### config.mk
export PLATFORM = sky130hd
export DESIGN_NAME = gcd_proc_sequencer
export DESIGN_NICKNAME = d
export VERILOG_FILES = /design/src/rtl/gcd_proc_sequencer.sv
export SDC_FILE = /design/constraint.sdc
export NUM_CORES = 1
export LEC_CHECK = 0
export CORE_MARGIN = 2
export CORE_UTILIZATION = 40
export CTS_CLUSTER_SIZE = 12
export DETAILED_ROUTE_END_ITERATION = 8
export PLACE_DENSITY_LB_ADDON = 0.08
export SETUP_SLACK_MARGIN = 0.02
export SYNTH_ARGS = -nofsm -noshare
export SYNTH_HDL_FRONTEND = slang
export SYNTH_SLANG_ARGS = --single-unit
### constraint.sdc
create_clock -name clk -period 2.4 [get_ports clk]
set_clock_uncertainty 0.15 [all_clocks]
set_input_delay 0.36 -clock clk [delete_from_list [all_inputs] [get_ports clk]]
set_output_delay 0.36 -clock clk [all_outputs]
set_load 0.01 [all_outputs]
### src/rtl/gcd_proc_sequencer.sv
// Purpose: shares one subtract-loop GCD Processor between two requesters (round-robin),
//          sequences Processor reset / X entry / Y entry, waits for halt, returns result.
// Latency: first enter pulse 1+PRST_CYCLES+PRE_X_CYCLES cycles after the grant cycle;
//          the Y pulse follows X by X_TO_Y_CYCLES+1 cycles; RUN lasts at most TIMEOUT cycles.
// Backpressure: one job in flight; the result is held in DONE until rsp_ready, and no new
//          grant is issued before that, so waiting requesters simply keep req_valid high.
//
// Ports:
//   clk, reset            clock, asynchronous active-low reset
//   req_valid/req_ready   per-requester job handshake (bit i = requester i)
//   req{0,1}_x/_y         8-bit operands of each requester
//   rsp_valid/rsp_ready   result handshake; rsp_data/rsp_id/rsp_err stable while valid
//   busy                  high whenever the sequencer is not idle
//   proc_reset/enter/in   drive the Processor (reset is active-low)
//   proc_out/proc_halt    Processor result and done flag
module gcd_proc_sequencer #(
  parameter int unsigned PRST_CYCLES   = 1,
  parameter int unsigned PRE_X_CYCLES  = 4,
  parameter int unsigned X_TO_Y_CYCLES = 7,
  parameter int unsigned TIMEOUT       = 4095
) (
  input  logic       clk,
  input  logic       reset,
  input  logic [1:0] req_valid,
  output logic [1:0] req_ready,
  input  logic [7:0] req0_x,
  input  logic [7:0] req0_y,
  input  logic [7:0] req1_x,
  input  logic [7:0] req1_y,
  output logic       rsp_valid,
  input  logic       rsp_ready,
  output logic [7:0] rsp_data,
  output logic       rsp_id,
  output logic       rsp_err,
  output logic       busy,
  output logic       proc_reset,
  output logic       proc_enter,
  output logic [7:0] proc_in,
  input  logic [7:0] proc_out,
  input  logic       proc_halt
);

  typedef enum logic [2:0] {
    S_IDLE,
    S_PRST,
    S_WAITX,
    S_ENTX,
    S_WAITY,
    S_ENTY,
    S_RUN,
    S_DONE
  } state_e;

  // Timed states load N-1 and leave when the counter reads zero, so each lasts N cycles.
  localparam logic [15:0] PRST_LD  = 16'(PRST_CYCLES - 1);
  localparam logic [15:0] PREX_LD  = 16'(PRE_X_CYCLES - 1);
  localparam logic [15:0] XTOY_LD  = 16'(X_TO_Y_CYCLES - 1);
  localparam logic [15:0] TIMEO_LD = 16'(TIMEOUT);

  state_e      state_q;
  logic [15:0] cnt_q;
  logic        last_grant_q;
  logic [7:0]  x_q;
  logic [7:0]  y_q;

  logic        rsp_valid_q;
  logic [7:0]  rsp_data_q;
  logic        rsp_id_q;
  logic        rsp_err_q;
  logic        busy_q;
  logic        proc_reset_q;
  logic        proc_enter_q;
  logic [7:0]  proc_in_q;

  // Round-robin pick: the requester after last_grant has priority; a lone valid always wins.
  logic [1:0]  grant_d;
  logic [7:0]  sel_x_d;
  logic [7:0]  sel_y_d;

  always_comb begin
    grant_d = 2'b00;
    if (last_grant_q) begin
      if (req_valid[0])      grant_d = 2'b01;
      else if (req_valid[1]) grant_d = 2'b10;
    end else begin
      if (req_valid[1])      grant_d = 2'b10;
      else if (req_valid[0]) grant_d = 2'b01;
    end
  end

  assign sel_x_d = grant_d[1] ? req1_x : req0_x;
  assign sel_y_d = grant_d[1] ? req1_y : req0_y;

  // Ready is the only combinational output: the job transfers in the same IDLE cycle the
  // grant is shown. Gating with reset keeps it low while reset is held.
  assign req_ready = (state_q == S_IDLE && reset) ? grant_d : 2'b00;

  always_ff @(posedge clk or negedge reset) begin
    if (!reset) begin
      state_q      <= S_IDLE;
      cnt_q        <= 16'd0;
      last_grant_q <= 1'b1;
      x_q          <= 8'd0;
      y_q          <= 8'd0;
      rsp_valid_q  <= 1'b0;
      rsp_data_q   <= 8'd0;
      rsp_id_q     <= 1'b0;
      rsp_err_q    <= 1'b0;
      busy_q       <= 1'b0;
      proc_reset_q <= 1'b0;
      proc_enter_q <= 1'b0;
      proc_in_q    <= 8'd0;
    end else begin
      case (state_q)
        S_IDLE: begin
          if (grant_d != 2'b00) begin
            last_grant_q <= grant_d[1];
            rsp_id_q     <= grant_d[1];
            x_q          <= sel_x_d;
            y_q          <= sel_y_d;
            busy_q       <= 1'b1;
            if (sel_x_d == 8'd0 || sel_y_d == 8'd0) begin
              // The subtract loop never terminates on a zero operand: reject without
              // touching the Processor.
              rsp_data_q  <= 8'd0;
              rsp_err_q   <= 1'b1;
              rsp_valid_q <= 1'b1;
              state_q     <= S_DONE;
            end else begin
              proc_reset_q <= 1'b0;
              cnt_q        <= PRST_LD;
              state_q      <= S_PRST;
            end
          end
        end

        S_PRST: begin
          if (cnt_q == 16'd0) begin
            proc_reset_q <= 1'b1;
            cnt_q        <= PREX_LD;
            state_q      <= S_WAITX;
          end else begin
            cnt_q <= cnt_q - 16'd1;
          end
        end

        S_WAITX: begin
          if (cnt_q == 16'd0) begin
            proc_in_q    <= x_q;
            proc_enter_q <= 1'b1;
            state_q      <= S_ENTX;
          end else begin
            cnt_q <= cnt_q - 16'd1;
          end
        end

        S_ENTX: begin
          // proc_in keeps x through WAITY.
          proc_enter_q <= 1'b0;
          cnt_q        <= XTOY_LD;
          state_q      <= S_WAITY;
        end

        S_WAITY: begin
          if (cnt_q == 16'd0) begin
            proc_in_q    <= y_q;
            proc_enter_q <= 1'b1;
            state_q      <= S_ENTY;
          end else begin
            cnt_q <= cnt_q - 16'd1;
          end
        end

        S_ENTY: begin
          proc_enter_q <= 1'b0;
          cnt_q        <= TIMEO_LD;
          state_q      <= S_RUN;
        end

        S_RUN: begin
          // Counter holds the number of RUN cycles left including this one; halt wins a tie.
          if (proc_halt) begin
            rsp_data_q  <= proc_out;
            rsp_err_q   <= 1'b0;
            rsp_valid_q <= 1'b1;
            state_q     <= S_DONE;
          end else if (cnt_q <= 16'd1) begin
            rsp_data_q  <= 8'd0;
            rsp_err_q   <= 1'b1;
            rsp_valid_q <= 1'b1;
            state_q     <= S_DONE;
          end else begin
            cnt_q <= cnt_q - 16'd1;
          end
        end

        S_DONE: begin
          // Processor stays out of reset here so its output remains observable.
          if (rsp_ready) begin
            rsp_valid_q <= 1'b0;
            busy_q      <= 1'b0;
            state_q     <= S_IDLE;
          end
        end

        default: begin
          state_q <= S_IDLE;
        end
      endcase
    end
  end

  assign rsp_valid  = rsp_valid_q;
  assign rsp_data   = rsp_data_q;
  assign rsp_id     = rsp_id_q;
  assign rsp_err    = rsp_err_q;
  assign busy       = busy_q;
  assign proc_reset = proc_reset_q;
  assign proc_enter = proc_enter_q;
  assign proc_in    = proc_in_q;

endmodule

---- Yosys cells after proc, flatten, opt, wreduce, memory -nomap -nowiden ----
Index checks and enable logic that the tools add are counted.
operators by class
  $add $sub $neg .......................... 1
  order comparisons ....................... 1
  eq/ne operators ......................... 19
  muxes and demuxes ....................... 47
  reduce and logical (&&, ||, !) cells .... 25
operators with widths
  operator                                               number
  two-way mux 16 bit                                     6
  case mux 16 bit (6 select lines)                       1
  two-way mux 8 bit                                      8
  case mux 8 bit (2 select lines)                        2
  two-way mux 3 bit                                      8
  case mux 3 bit (8 select lines)                        1
  <= comparator 16 x 1 -> 1 bit, second input constant   1
  logical NOT 16 bit                                     1
  logical NOT 8 bit                                      2
  inequality test 2 bit, second input constant           8
  subtractor 16 x 1 -> 16 bit, second input constant     1
  equality test 3 bit, second input constant             4
  AND reduction 6 bit                                    2
  nonzero test 2 bit                                     6
  two-way mux 1 bit                                      11
  two-way mux 2 bit                                      5
  case mux 1 bit (2 select lines)                        4
  AND reduction 4 bit                                    2
  equality test 3 x 2 -> 1 bit, second input constant    2
  inequality test 2 x 1 -> 1 bit, second input constant  3
  AND reduction 3 bit                                    2
  nonzero test 6 bit                                     1
  AND reduction 5 bit                                    1
  AND reduction 2 bit                                    2
  other kinds (8)                                        9
word-level totals
  register bits after elaboration ......... 58
  input bits .............................. 46
  output and inout bits ................... 24

---- Depth between registers and ports, before layout ----
  word-level depth ........................ 9
  mapped depth ............................ 10
  gate-level depth less buffers ........... 9

---- Worst setup path before layout ----
No wires, ideal clock.
  kind .................................... register to register
  from .................................... reg cnt_q[0]
  to ...................................... reg cnt_q[4]
  library setup time ...................... 124 ps
  arrival ................................. 1999 ps
  required time ........................... 2126 ps
  slack ................................... 127 ps
  stages on the path, launching flop included .. 9
  path buffers ............................ 0
  clock period less this slack ............ 2273 ps
  path through ............................ dfrtp_1 > inv_1 > ha_1 > nor4b_1 > nand4_1 > maj3_2 > nand2_1 > nor4_1 > a211o_2
on the way
  longest elaborated chain between the ends .. 4
ends and longest elaborated chain
  what                              RTL line  text
  start, declared                   61        logic [15:0] cnt_q;
  start signal, assigned            143       cnt_q <= cnt_q - 16'd1;
  start signal, assigned            153       cnt_q <= cnt_q - 16'd1;
  start signal, assigned            170       cnt_q <= cnt_q - 16'd1;
  subtractor 16 x 1 -> 16 bit       -
  two-way mux 16 bit                187       end else if (cnt_q <= 16'd1) begin
  two-way mux 16 bit                182       if (proc_halt) begin
  case mux 16 bit (6 select lines)  114       case (state_q)
Several ways; a longest one is shown, not always the timed one. The select of a mux whose other input is x is not followed.
A chain may end at the register's enable or synchronous reset.

---- Final worst setup path ----
  from .................................... reg cnt_q[1]
  to ...................................... reg cnt_q[8]
The elaborated chain is that of the path after synthesis.

==> flow_summary.json <==
{
  "run_status": "complete, no violations",
  "power.share.switching_pct": 39.3,
  "cts_tree": "built",
  "r2r_cells": 9,
  "flow.area_growth_from_synthesis_pct": 38.3,
  "synth_adder_area_share_pct": 1.51,
  "wl_per_cell_um": 15.4,
  "dp_hpwl_um": 6190,
  "antennaDiodeCount": 0,
  "critPathLaunchType": "register",
  "fp-row-count": 32,
  "clock_tree.buffer_depth": 2,
  "placed_cells": 526,
  "initial_utilization_pct": 41.6,
  "cts-buffers-inserted": 9,
  "synth-async-reset-ratio_pct": 100,
  "synth_compound_area_share_pct": 21.6,
  "filler_cell_count": 711,
  "synthesis.instances": 343,
  "die-height_um": 93.9,
  "max_slew.worst_pin.slew_ps": 625,
  "irDropWorstVdd_v": 0.000570,
  "timing_worst_setup_path_type": "reg2reg",
  "yosysUniqueCellTypes": 62,
  "synth_common_cells": "sky130_fd_sc_hd__dfrtp_1, sky130_fd_sc_hd__nor2_1, sky130_fd_sc_hd__nand2_1, sky130_fd_sc_hd__a21oi_1, sky130_fd_sc_hd__o21ai_0",
  "remaining_drc_errors": 0,
  "p_leak_uw": 0.00198,
  "design.final.nets": 489,
  "total_number_of_h_tree_levels": 3,
  "yosys_most_used_dff": "sky130_fd_sc_hd__dfrtp_1",
  "p_sw_uw": 2240,
  "synth_area_mm2": 0.00323,
  "numClockSinks": 58,
  "pwr-share-clk_pct": 16.2,
  "detail_route.iter0.violations": 121,
  "synth_enable_flop_cells": 0,
  "numPortBuffers": 69,
  "most_numerous_cell_in_the_yosys_netlist": "sky130_fd_sc_hd__dfrtp_1",
  "timing.final.setup_violations": 0,
  "synthesis.yosys.warnings": 0,
  "post_dp_cell_area_mm2": 0.00417,
  "internal-power_uw": 3460,
  "timing.slew.headroom_pct": 58.3,
  "crit-reg2reg-launch": "cnt_q[1]",
  "ff2ff_setup_slack_ps": 150,
  "detail_route.wirelength_um": 8440,
  "drive_gt1_share_pct": 18.0,
  "synth.avg_cell_area_um2": 9.42,
  "synth_top_cell_area_share_pct": 44.1,
  "timing.max_cap.violations": 0,
  "critical_path_required_ps": 2460,
  "antenna_found_initial": 0,
  "worstHoldPathType": "in2async",
  "final_core_utilization_pct": 57.6,
  "worstPathMaxFanout": 13,
  "final-seq-area_mm2": 0.00145,
  "hold_viol": 0,
  "vias_per_cell": 5.37,
  "via_count": 2939,
  "ant_nets": 0,
  "synth.ff_latch_count": 58,
  "cp-end-kind": "register",
  "grt_first_pass_wirelength_um": 14000,
  "io_pins": 70,
  "min_period_over_period_pct": 93.6,
  "rsz0062_at_grt": "yes",
  "critical_path_arrival_ps": 2310,
  "die_width_um": 93.9,
  "post_synth_mux_area_share_pct": 7.74,
  "timing.fmax_mhz": 445,
  "place_congestion": 0.903,
  "post-place-ws_ps": -124,
  "largest_net_degree_at_the_start_of_global_routing": 49,
  "synth.yosys.seq_area_share_pct": 44.9,
  "total_die_area_mm2": 0.00881,
  "power.share.combinational_pct": 53.5,
  "final-max-slew-violation-count": 0,
  "p_per_area_mw_per_mm2": 1280,
  "final_period_minus_worst_setup_slack_ps": 2250,
  "fin_cells": 547,
  "firstDrtPassIters": 5,
  "cts_root_buffer": "sky130_fd_sc_hd__clkbuf_8",
  "first_global_vias": 2774,
  "crit-reg2reg-capture": "cnt_q[8]",
  "clkSlewWorstSetupHoldPaths_ps": 70,
  "gr_overflow_total": 0,
  "netlist.top_cell.by_area": "sky130_fd_sc_hd__dfrtp_1",
  "grt_util_all_layers_pct": 20.7,
  "synth_top_family_by_area": "compound AO/OA/AOI/OAI gates",
  "design_area_mm2": 0.00447,
  "post_synth_simple_gate_area_pct": 18.9,
  "synthXorXnorAreaFrac_pct": 0.542,
  "coreArea_mm2": 0.00777,
  "pwr-share-seq_pct": 30.3,
  "postSynthNetCount": 392,
  "clock_latency_on_the_worst_skew_pair_ps": 340,
  "total_area_of_multi_input_combinational_cells_mm2": 0.00168,
  "postLayoutSetupSlackWorst_ps": 154,
  "synthTopCellsByArea": "sky130_fd_sc_hd__dfrtp_1, sky130_fd_sc_hd__mux2i_1, sky130_fd_sc_hd__a21oi_1"
}
-- routing by layer --
metal,vias up,global-route usage [%],share of wire [%]
met5,-,0,0
met4,0,6.52,0.95
met3,8,5.86,5.3
met2,91,29.0,44
met1,1395,30.7,49
li1,1445,-,-
-- critical path, stage by stage (launching register included) --
cell and delay (ps):
sky130_fd_sc_hd__dfrtp_1 370, sky130_fd_sc_hd__inv_2 60, sky130_fd_sc_hd__buf_4 140, sky130_fd_sc_hd__ha_1 190, sky130_fd_sc_hd__o2111a_2 300, sky130_fd_sc_hd__a21oi_2 160, sky130_fd_sc_hd__and3_1 280, sky130_fd_sc_hd__buf_12 160
sky130_fd_sc_hd__o21ai_0 90, sky130_fd_sc_hd__a22o_1 240
-- what timing repair did --
| item | CTS | global route |
|---|---|---|
| resized for setup | 4 | 8 |
| cloned | 0 | 0 |
| setup buffers | 0 | 3 |
| endpoints found under the setup margin | 7 | 18 |
| hold buffers | 2 | 0 |
| hold endpoints to repair | 9 | 0 |
| pin swaps | 0 | 5 |
-- state kept, by name, indices dropped and copies added (netlist names) --
| signal | flops |
|---|---|
| cnt_q | 16 |
| proc_in | 8 |
| rsp_data | 8 |
| x_q | 8 |
| y_q | 8 |
| state_q | 3 |
| busy | 1 |
| last_grant_q | 1 |
| proc_enter | 1 |
| proc_reset | 1 |
| rsp_err | 1 |
| rsp_id | 1 |
| rsp_valid | 1 |
-- layout make-up --
cell class              instances  area share, %
clock inverters                 4           1.12
repair buffers                105           22.0
clock buffers                  12           3.47
flip-flops and latches         58           32.5
inverters                       7          0.588
multi-input cells             259           37.5
well taps                     102           2.85
-- worst max-delay path by stage --
stage	from	end	cells after the start
finish	cnt_q[1]	cnt_q[8]	9
global placement	req1_y[0]	rsp_data[6]	8
CTS	state_q[0]	req_ready[0]	4
floorplan	cnt_q[0]	cnt_q[4]	8
detailed placement	req1_y[0]	rsp_data[1]	8
global route	cnt_q[0]	cnt_q[0]	11
-- kinds of logic after synthesis --
| family | count (synthesis) |
|---|---|
| AO/OA/AOI/OAI | 106 |
| XOR/XNOR | 2 |
| adder cells (fa/ha/maj) | 4 |
| buffers and inverters | 26 |
| flip-flops | 58 |
| multiplexers | 25 |
| AND/OR/NAND/NOR | 122 |
-- cell usage in the layout, fill, tap and decap left out, types with 8 or more instances in the layout --
master / netlist / layout
sky130_fd_sc_hd__mux2i_1: 25 / 25
sky130_fd_sc_hd__a21oi_1: 32 / 31
sky130_fd_sc_hd__o21ai_0: 29 / 29
sky130_fd_sc_hd__nor2_1: 38 / 38
sky130_fd_sc_hd__a22o_1: 16 / 16
sky130_fd_sc_hd__clkdlybuf4s50_1: 0 / 66
sky130_fd_sc_hd__dfrtp_1: 57 / 57
sky130_fd_sc_hd__nand2_1: 35 / 35
sky130_fd_sc_hd__clkbuf_8: 1 / 11
sky130_fd_sc_hd__nor4_1: 10 / 10
sky130_fd_sc_hd__nor3_1: 8 / 8
sky130_fd_sc_hd__buf_4: 1 / 32
-- metrics by stage --
| step | hold slack, ps | power (uW) | TNS, ps |
|---|---|---|---|
| final | 106 | 5710 | 0 |
| after global routing | 156 | 6170 | 0 |
| after CTS | 108 | 5680 | -7.43 |
| after detailed placement | 126 | 4690 | -1470 |
| after global placement | 126 | 4650 | -1010 |
| after floorplan | -85.6 | 3600 | 0 |
-- power by group through the flow --
stage	clock, uW	combinational (uW)	sequential, uW
final	925	3050	1730
after detailed placement	0	2970	1720
after global placement	0	2940	1710
after floorplan	0	1860	1740
after CTS	958	3000	1720
after global routing	1010	3370	1790
No activity file was read; power rests on OpenSTA's default activity.
